$ cat src/rtl/pipemem_pkg.sv
// Shared definitions for the MEM pipeline stage: state encoding, defaults,
// bus command payload and the alignment check.
package pipemem_pkg;

    localparam int unsigned DATA_W          = 32;
    localparam int unsigned DEFAULT_TIMEOUT = 16;
    localparam int unsigned DEFAULT_CW      = 5;
    localparam logic [1:0]  ALIGN_MASK      = 2'b11;

    typedef enum logic [1:0] {
        ST_IDLE = 2'd0,
        ST_BUSY = 2'd1,
        ST_DONE = 2'd2
    } state_e;

    typedef struct packed {
        logic              we;
        logic [DATA_W-1:0] addr;
        logic [DATA_W-1:0] wdata;
    } bus_cmd_t;

    function automatic logic is_misaligned(input logic [1:0] addr_lo);
        return (addr_lo & ALIGN_MASK) != 2'b00;
    endfunction

endpackage

$ cat src/rtl/pipemem_tmr.sv
// Bus-access timeout counter: cleared on access start, counts BUSY cycles,
// flags the last permitted cycle.
module pipemem_tmr #(
    parameter int unsigned TIMEOUT = 16,
    parameter int unsigned CW      = 5
) (
    input  logic clock,
    input  logic reset,
    input  logic clr_i,
    input  logic en_i,
    output logic expired_c
);

    logic [CW-1:0] cnt_q, cnt_d;

    always_comb begin
        cnt_d = cnt_q;
        if (clr_i) begin
            cnt_d = '0;
        end else if (en_i) begin
            cnt_d = cnt_q + CW'(1);
        end
    end

    always_ff @(posedge clock or posedge reset) begin
        if (reset) begin
            cnt_q <= '0;
        end else begin
            cnt_q <= cnt_d;
        end
    end

    assign expired_c = (cnt_q == CW'(TIMEOUT - 1));

endmodule

$ cat src/rtl/pipemem.sv
// MIPS32 MEM stage: word loads/stores over a req/ack bus, pipeline stall while
// an access is in flight, alignment and bus-timeout exceptions.
module pipemem
    import pipemem_pkg::*;
#(
    parameter int unsigned TIMEOUT = DEFAULT_TIMEOUT,
    parameter int unsigned CW      = DEFAULT_CW
) (
    input  logic              clock,
    input  logic              reset,
    input  logic              mvalid,
    input  logic              mwmem,
    input  logic              mm2reg,
    input  logic [DATA_W-1:0] malu,
    input  logic [DATA_W-1:0] mb,
    output logic              mstall,
    output logic [DATA_W-1:0] mmo,
    output logic              mexc_align,
    output logic              mexc_bus,
    output logic              bus_req,
    output logic              bus_we,
    output logic [DATA_W-1:0] bus_addr,
    output logic [DATA_W-1:0] bus_wdata,
    input  logic [DATA_W-1:0] bus_rdata,
    input  logic              bus_ack
);

    state_e            state_q, state_d;
    bus_cmd_t          cmd_q, cmd_d;
    logic              req_q, req_d;
    logic              err_q, err_d;
    logic [DATA_W-1:0] mmo_q, mmo_d;
    logic              memop, mis;
    logic              tmr_clr, tmr_en, tmr_expired;

    assign memop = mvalid & (mwmem | mm2reg);
    assign mis   = is_misaligned(malu[1:0]);

    pipemem_tmr #(
        .TIMEOUT (TIMEOUT),
        .CW      (CW)
    ) u_tmr (
        .clock     (clock),
        .reset     (reset),
        .clr_i     (tmr_clr),
        .en_i      (tmr_en),
        .expired_c (tmr_expired)
    );

    // Next-state and register-update logic; ack takes priority over timeout.
    always_comb begin
        state_d = state_q;
        cmd_d   = cmd_q;
        req_d   = req_q;
        err_d   = err_q;
        mmo_d   = mmo_q;
        tmr_clr = 1'b0;
        tmr_en  = 1'b0;
        case (state_q)
            ST_IDLE: begin
                if (memop && !mis) begin
                    state_d     = ST_BUSY;
                    req_d       = 1'b1;
                    cmd_d.we    = mwmem;
                    cmd_d.addr  = {malu[DATA_W-1:2], 2'b00};
                    cmd_d.wdata = mb;
                    tmr_clr     = 1'b1;
                end
            end
            ST_BUSY: begin
                if (bus_ack) begin
                    state_d = ST_DONE;
                    req_d   = 1'b0;
                    if (!cmd_q.we) begin
                        mmo_d = bus_rdata;
                    end
                end else if (tmr_expired) begin
                    state_d = ST_DONE;
                    req_d   = 1'b0;
                    err_d   = 1'b1;
                    if (!cmd_q.we) begin
                        mmo_d = '0;
                    end
                end else begin
                    tmr_en = 1'b1;
                end
            end
            ST_DONE: begin
                state_d = ST_IDLE;
                err_d   = 1'b0;
            end
            default: begin
                state_d = ST_IDLE;
            end
        endcase
    end

    always_ff @(posedge clock or posedge reset) begin
        if (reset) begin
            state_q <= ST_IDLE;
            cmd_q   <= '0;
            req_q   <= 1'b0;
            err_q   <= 1'b0;
            mmo_q   <= '0;
        end else begin
            state_q <= state_d;
            cmd_q   <= cmd_d;
            req_q   <= req_d;
            err_q   <= err_d;
            mmo_q   <= mmo_d;
        end
    end

    assign mstall     = ((state_q == ST_IDLE) & memop & ~mis) | (state_q == ST_BUSY);
    assign mexc_align = (state_q == ST_IDLE) & memop & mis;
    assign mexc_bus   = (state_q == ST_DONE) & err_q;
    assign mmo        = mmo_q;
    assign bus_req    = req_q;
    assign bus_we     = cmd_q.we;
    assign bus_addr   = cmd_q.addr;
    assign bus_wdata  = cmd_q.wdata;

endmodule

$ cat config.mk
export PLATFORM = sky130hd
export DESIGN_NAME = pipemem
export DESIGN_NICKNAME = d
export VERILOG_FILES = /design/src/rtl/pipemem_pkg.sv /design/src/rtl/pipemem_tmr.sv /design/src/rtl/pipemem.sv
export SDC_FILE = /design/constraint.sdc
export NUM_CORES = 1
export LEC_CHECK = 0
export BUFFER_PORTS_ARGS = -buffer_cell sky130_fd_sc_hd__buf_2
export CORE_MARGIN = 2
export CORE_UTILIZATION = 50
export CTS_CLUSTER_SIZE = 30
export DETAILED_ROUTE_END_ITERATION = 8
export PLACE_DENSITY = 0.83
export SYNTH_ARGS = -nofsm -noshare
export SYNTH_HDL_FRONTEND = slang
export SYNTH_SLANG_ARGS = --single-unit
$ cat constraint.sdc
create_clock -name clock -period 9.3 [get_ports clock]
set_clock_uncertainty 0.15 [all_clocks]
set_input_delay 1.86 -clock clock [delete_from_list [all_inputs] [get_ports clock]]
set_output_delay 1.86 -clock clock [all_outputs]
set_load 0.02 [all_outputs]
==> parameters.txt, run 1 <==
Parameter                              Value

Status
  Result of the run    finished clean

Min path
  Hold Path Origin    bus_wdata[1]
  WHS Path Cells    1
  HP Class    flip-flop to flip-flop
  Hold endpoint    bus_wdata[1]

Timing
  Max Fclk    182 MHz
  Worst Hold Margin    0.359 ns
  Setup repair after global routing missed its margin    false
  Slew margin rel.    38.8%
  Max-slew violation count    0
  Fin. Hold Viols    0
  Time the worst path needs with I/O delays and setup    around 5.5 ns
  Slew at the pin closest to its max-slew limit    0.918 ns
  Endpoints failing setup    0
  TNS Setup    0 ns
  Final Cycle Share    about 59%

Worst setup path
  Critical Path Max Stage Delay    roughly 0.71 ns
  Critical-path cell list    buf_2 > nor2_1 > nor4b_4 > buf_4 > nand2b_1 > buf_2
  Critical path buffer and inverter count    3
  Startpoint of the lowest-slack register-to-register path    u_tmr.cnt_q[0]
  Most common cell type on the critical path    sky130_fd_sc_hd__buf_2
  R2R setup slack    around 7 ns
  Number of cells on the worst reg-to-reg path    6
  Setup crit start kind    primary input
  Maximum net fanout on the critical path    roughly 70
  Kind of capture point of the worst setup path    output pin
  Data required, critical path    approximately 7.3 ns
  RR Endpoint    u_tmr.cnt_q[3]
  Library cell contributing the largest single delay on the critical path    sky130_fd_sc_hd__buf_4
  Arrival time worst endpoint    3.47 ns
  Category of the most critical setup path    primary input to output pin
  Crit-path leading delay family    buffers and inverters

Synth
  Synthesized flop and latch total    approximately 100
  Syn_area_per_cell    roughly 14 sq um
  Netlist area before placement    around 0.0043 sq mm
  Number of warning messages in the yosys log    0
  Register area share after synthesis    between 60% and 70%
  Cell count after synthesis    320
  Number of distinct standard cells referenced by the synthesized netlist    30

Routing
  Remaining DRCs    0
  Total wire length    around 9200 microns
  Final antenna-violating net count    0
  Post-DR vias/cell    roughly 5
  First-iteration detailed-routing DRC count    74
  Routed len/inst    around 15 microns
  Via total after detailed routing    approximately 3000
  Number of detailed-routing iterations run before antenna repair    4

Clock network
  H-tree level count    3
  Maximum count of clock buffers along a single path    2
  TritonCTS clock tree    built
  Post-cts resize count    0
  Number of setup buffers added after CTS    0
  Number of buffers inserted for hold repair after clock tree synthesis    0
  Clock slew seen by the registers of the worst setup and hold paths    around 0.10 ns
  Skew-Pair Late Insertion Delay    about 0.35 ns
  Clock root buffer master    sky130_fd_sc_hd__clkbuf_8
  Number of buffers created by CTS    9
  Num Clock Sinks    104

Finish
  Commonest non-fill, non-tap cell in the layout    sky130_fd_sc_hd__buf_2
  Number of antenna diodes    0
  Net count of the finished layout    a little over 600
  Synthesis-to-layout area growth    29.0%
  Commonest non-fill, non-tap cells in the layout    sky130_fd_sc_hd__buf_2, sky130_fd_sc_hd__dfrtp_1, sky130_fd_sc_hd__mux2_2
  Final design instance area without fill    between 0.005 and 0.006 sq mm
  Layout filler cell count    638
  Post-route non-filler standard cell count    about 630
  Fraction of final layout cells with drive strength greater than 1    a little over half

Floorplanning
  Total die area    between 0.009 and 0.01 sq mm
  Initial Util    52.1%
  Std cell rows    33
  Number of top-level pins    slightly above 200
  DIE WIDTH    about 97 microns
  Chip height    approximately 97 microns
  Floorplan Core Area    a little over 0.008 sq mm

Placed design
  Post-placement cell area    approximately 0.0053 sq mm
  Routability-driven placement congestion ratio    approximately 0.77
  Number of cells after detailed placement    613
  Dpl hpwl    roughly 6800 microns
  Port Buf Inserts    200

Power
  Areal power density over the cells    271 mW/mm^2
  Design Power    1.51 mW
  Highest ir drop seen on vdd    roughly 140 uV
  Leakage dissipation    2.86 nW

Job
  MaxCap Viol Count    0

Global route
  Maximum number of pins on one net before global-route repair    ~70
  Antenna violations before repair    0
  Global-route wire length before repair    between 15000 and 20000 microns
  GRT Residual Overflow    0
  GRT Total Usage    around 20%
  Vias in the first global route    3219
==> logic make-up (layout without fill, tap and decap cells) <==
| group | after synthesis | after routing | synth area share, % |
|---|---|---|---|
| DFF | 104 | 104 | 60.2 |
| muxes | 95 | 95 | 24.7 |
| and+or+nand+nor | 56 | 56 | 6.72 |
| buffers and inverters | 52 | 255 | 6.34 |
| AOI/OAI and AO/OA | 9 | 9 | 1.13 |
| adders and majority gates | 2 | 2 | 0.579 |
| other | 1 | 2 | 0.0868 |
| xor gates and xnor gates | 1 | 1 | 0.203 |
==> area by class of cell <==
type	count	area, sq um	area share, %
flip-flops and latches	104	2600	46.7
well taps	105	131	2.36
repair buffers	203	1020	18.4
inverters	36	138	2.47
clock buffers	9	124	2.22
multi-input cells	165	1450	26.1
clock inverters	7	103	1.84
==> stage by stage <==
stage               setup slack [ns]  util [%]
floorplan                       4.39         -
global placement                3.85      64.5
detailed placement              3.80      64.5
CTS                             3.79      67.2
global route                    3.69      67.2
finish                          3.82      67.2
==> where the power goes <==
group | switching (mW) | internal [mW]
clock | 0.158 | 0.155
combinational | 0.317 | 0.210
sequential | 0.0776 | 0.594
total | 0.552 | 0.959
==> flip-flops by register name, indices dropped and copies added, names as in the netlist <==
signal,count
bus_req,1
bus_wdata,32
u_tmr.cnt_q,5
mmo,32
bus_addr,30
err_q,1
state_q,2
bus_we,1
==> worst max path at each step <==
stage                     startpoint  depth (start not counted)     end
after CTS                    malu[1]                          6  mstall
after global routing         malu[1]                          6  mstall
final                        malu[1]                          6  mstall
after floorplan              malu[1]                          4  mstall
after global placement       malu[1]                          6  mstall
after detailed placement     malu[1]                          6  mstall
==> layer usage <==
layer  GRT usage, %  vias up  wire [microns]
met1           25.4     1474            3760
met2           33.4      151            4410
li1               -     1446               -
met5              0        -               0
met4           6.07        0             123
met3           7.08       15             934
==> synth_stat cells <==
cell / instances / area, sq um
sky130_fd_sc_hd__a211oi_1: 1 / 7.51
sky130_fd_sc_hd__a21oi_1: 3 / 15.0
sky130_fd_sc_hd__a31oi_1: 1 / 6.26
sky130_fd_sc_hd__and3_1: 1 / 6.26
sky130_fd_sc_hd__and3b_1: 1 / 8.76
sky130_fd_sc_hd__buf_4: 5 / 37.5
sky130_fd_sc_hd__buf_6: 8 / 90.1
sky130_fd_sc_hd__clkbuf_1: 3 / 11.3
sky130_fd_sc_hd__conb_1: 1 / 3.75
sky130_fd_sc_hd__dfrtp_1: 104 / 2600
sky130_fd_sc_hd__ha_1: 2 / 25.0
sky130_fd_sc_hd__inv_1: 36 / 135
sky130_fd_sc_hd__mux2_1: 2 / 22.5
sky130_fd_sc_hd__mux2_2: 51 / 574
sky130_fd_sc_hd__mux2_4: 10 / 150
sky130_fd_sc_hd__mux2i_1: 32 / 320
sky130_fd_sc_hd__nand2_1: 35 / 131
sky130_fd_sc_hd__nand2b_1: 2 / 12.5
sky130_fd_sc_hd__nand2b_4: 1 / 13.8
sky130_fd_sc_hd__nand3_1: 1 / 5.00
sky130_fd_sc_hd__nor2_1: 6 / 22.5
sky130_fd_sc_hd__nor3_2: 1 / 10.0
sky130_fd_sc_hd__nor4_1: 1 / 6.26
sky130_fd_sc_hd__nor4b_1: 1 / 8.76
sky130_fd_sc_hd__nor4b_4: 1 / 23.8
sky130_fd_sc_hd__o21ai_0: 4 / 20.0
sky130_fd_sc_hd__or2b_1: 2 / 15.0
sky130_fd_sc_hd__or3_1: 2 / 12.5
sky130_fd_sc_hd__or4b_4: 1 / 13.8
sky130_fd_sc_hd__xnor2_1: 1 / 8.76
Power figures use the tool's default switching activity.
==> run 2, diff against run 1 <==
--- a/config.mk
+++ b/config.mk
@@ -7,10 +7,10 @@
 export LEC_CHECK = 0
 export BUFFER_PORTS_ARGS = -buffer_cell sky130_fd_sc_hd__buf_2
 export CORE_MARGIN = 2
-export CORE_UTILIZATION = 50
+export CORE_UTILIZATION = 46
 export CTS_CLUSTER_SIZE = 30
 export DETAILED_ROUTE_END_ITERATION = 8
-export PLACE_DENSITY = 0.83
+export PLACE_DENSITY = 0.77
 export SYNTH_ARGS = -nofsm -noshare
 export SYNTH_HDL_FRONTEND = slang
 export SYNTH_SLANG_ARGS = --single-unit
==> constraint.sdc (replaced) <==
create_clock -name clock -period 5.5 [get_ports clock]
set_clock_uncertainty 0.15 [all_clocks]
set_input_delay 1.1 -clock clock [delete_from_list [all_inputs] [get_ports clock]]
set_output_delay 1.1 -clock clock [all_outputs]
set_load 0.02 [all_outputs]
==> parameters.txt, run 2 (synthesis results as in run 1) <==
Parameter                              Value

Floorplanning
  Floorplan Core Area    0.00920 sq mm (+11%)
  Total die area    0.0102 sq mm (+8.3%)
  Number of top-level pins    203 (unchanged)
  Chip height    101 microns (+4.1%)
  Initial Util    47.0% (-5.1 points)
  DIE WIDTH    101 microns (+4.1%)
  Std cell rows    35 (+6.1%)

Min path
  HP Class    flip-flop to flip-flop
  Hold endpoint    bus_addr[24]
  WHS Path Cells    1 (unchanged)
  Hold Path Origin    bus_addr[24]

Clock network
  Skew-Pair Late Insertion Delay    0.35 ns (about the same)
  Maximum count of clock buffers along a single path    2 (unchanged)
  Number of buffers created by CTS    9 (unchanged)
  Clock slew seen by the registers of the worst setup and hold paths    0.08 ns (-0.02 ns)
  TritonCTS clock tree    built
  Num Clock Sinks    104 (unchanged)
  Number of buffers inserted for hold repair after clock tree synthesis    0 (unchanged)
  Clock root buffer master    sky130_fd_sc_hd__clkbuf_8
  H-tree level count    3 (unchanged)
  Post-cts resize count    0 (unchanged)
  Number of setup buffers added after CTS    0 (unchanged)

Timing
  Max-slew violation count    0 (unchanged)
  Final Cycle Share    between 50% and 60%
  Slew margin rel.    41.5% (+2.7 points)
  Fin. Hold Viols    0 (unchanged)
  Time the worst path needs with I/O delays and setup    3.14 ns
  Setup repair after global routing missed its margin    false
  Slew at the pin closest to its max-slew limit    0.877 ns (-0.0411 ns)
  Endpoints failing setup    0 (unchanged)
  TNS Setup    0 ns (unchanged)
  Max Fclk    between 300 and 400 MHz

Worst setup path
  RR Endpoint    bus_wdata[1]
  R2R setup slack    3.19 ns (-3.79 ns)
  Critical Path Max Stage Delay    0.23 ns (-0.48 ns)
  Crit-path leading delay family    simple AND/OR/NAND/NOR gates
  Arrival time worst endpoint    1.89 ns (-1.58 ns)
  Category of the most critical setup path    primary input to output pin
  Setup crit start kind    primary input
  Most common cell type on the critical path    sky130_fd_sc_hd__buf_2
  Startpoint of the lowest-slack register-to-register path    state_q[0]
  Maximum net fanout on the critical path    2 (-97%)
  Library cell contributing the largest single delay on the critical path    sky130_fd_sc_hd__nor4b_4
  Number of cells on the worst reg-to-reg path    4 (-2)
  Critical path buffer and inverter count    2 (-1)
  Kind of capture point of the worst setup path    output pin
  Critical-path cell list    buf_2 > nor2_1 > nor4b_4 > nand2b_1 > buf_2
  Data required, critical path    4.25 ns (-3.04 ns)

Placed design
  Routability-driven placement congestion ratio    0.737 (-3.9%)
  Dpl hpwl    6870 microns (+0.58%)
  Port Buf Inserts    200 (unchanged)

Global route
  Maximum number of pins on one net before global-route repair    71 (-1.4%)
  Global-route wire length before repair    14700 microns (-5.6%)
  Vias in the first global route    3107 (-3.5%)
  Global-route track usage on met1    23.2% (-2.2 points)
  Antenna violations before repair    0 (unchanged)
  Met2 track demand over resource    29.5% (-3.9 points)
  GRT Total Usage    18.3% (-2.0 points)
  Global-route layer with the greatest usage    met2
  Global routing usage on met3    7.70% (+0.62 points)
  GRT Residual Overflow    0 (unchanged)

Routing
  First-iteration detailed-routing DRC count    47 (-36%)
  Total wire length    9350 microns (+1.4%)
  Via total after detailed routing    3045 (-1.3%)
  Number of detailed-routing iterations run before antenna repair    4 (unchanged)
  Post-DR vias/cell    4.80 (-2.3%)
  Final antenna-violating net count    0 (unchanged)
  Routed len/inst    14.7 microns (+0.40%)
  Remaining DRCs    0 (unchanged)

Finish
  Synthesis-to-layout area growth    28.6%
  Number of antenna diodes    0 (unchanged)
  Seq. cell area    0.00260 sq mm (unchanged)
  Area of combinational cells with multiple inputs    0.00145 sq mm (unchanged)
  Layout filler cell count    777 (+22%)
  Commonest non-fill, non-tap cells in the layout    sky130_fd_sc_hd__buf_2, sky130_fd_sc_hd__dfrtp_1, sky130_fd_sc_hd__mux2_2
  Fraction of final layout cells with drive strength greater than 1    54.0% (-0.38 points)
  Net count of the finished layout    623 (unchanged)
  Commonest non-fill, non-tap cell in the layout    sky130_fd_sc_hd__buf_2
  Core Util, Final    60.4% (-6.8 points)

Job
  MaxCap Viol Count    0 (unchanged)

Power
  Leakage dissipation    2.84 nW (-0.80%)
  Highest ir drop seen on vdd    232 uV (+65%)
  Areal power density over the cells    449 mW/mm^2 (+66%)

Status
  Result of the run    finished clean
run 2: area by class of cell:
| cell class | count | share of cell area (%) |
|---|---|---|
| clock buffers | 12 | 2.61 |
| clock inverters | 4 | 0.968 |
| well taps | 111 | 2.50 |
| multi-input cells | 165 | 26.2 |
| inverters | 36 | 2.48 |
| flip-flops and latches | 104 | 46.8 |
| repair buffers | 203 | 18.4 |
run 2: worst max path at each step:
stage	endpoint	slack, ns	startpoint	cells after the start
floorplan	bus_addr[10]	1.52	reset	1
global placement	mstall	2.38	malu[1]	5
detailed placement	mstall	2.38	malu[1]	5
CTS	mstall	2.37	malu[1]	5
global route	mstall	2.29	malu[1]	5
finish	mstall	2.36	malu[1]	5
run 2: routing by layer:
metal	part of all wire, %	routed length [microns]
met5	0	0
met4	1.0	95
met3	10	956
met2	47	4370
met1	42	3930
run 2: power by group:
part / total, mW / internal (mW) / switching [mW]
Combinational: 0.888 / 0.354 / 0.534
Clock: 0.473 / 0.224 / 0.248
Sequential: 1.13 / 1.00 / 0.129
Total: 2.49 / 1.58 / 0.911
run 2: per-stage QoR:
stage / area, sq um / worst slack, ns / instances / total power, mW / hold WS (ns)
finish: 5560 / 2.36 / 635 / 2.49 / 0.342
global route: 5560 / 2.29 / 635 / 2.65 / 0.365
CTS: 5560 / 2.37 / 635 / 2.52 / 0.348
detailed placement: 5360 / 2.38 / 619 / 2.05 / 0.327
global placement: 5360 / 2.38 / 619 / 2.01 / 0.319
floorplan: 4320 / 1.52 / 321 / 1.70 / 0.317
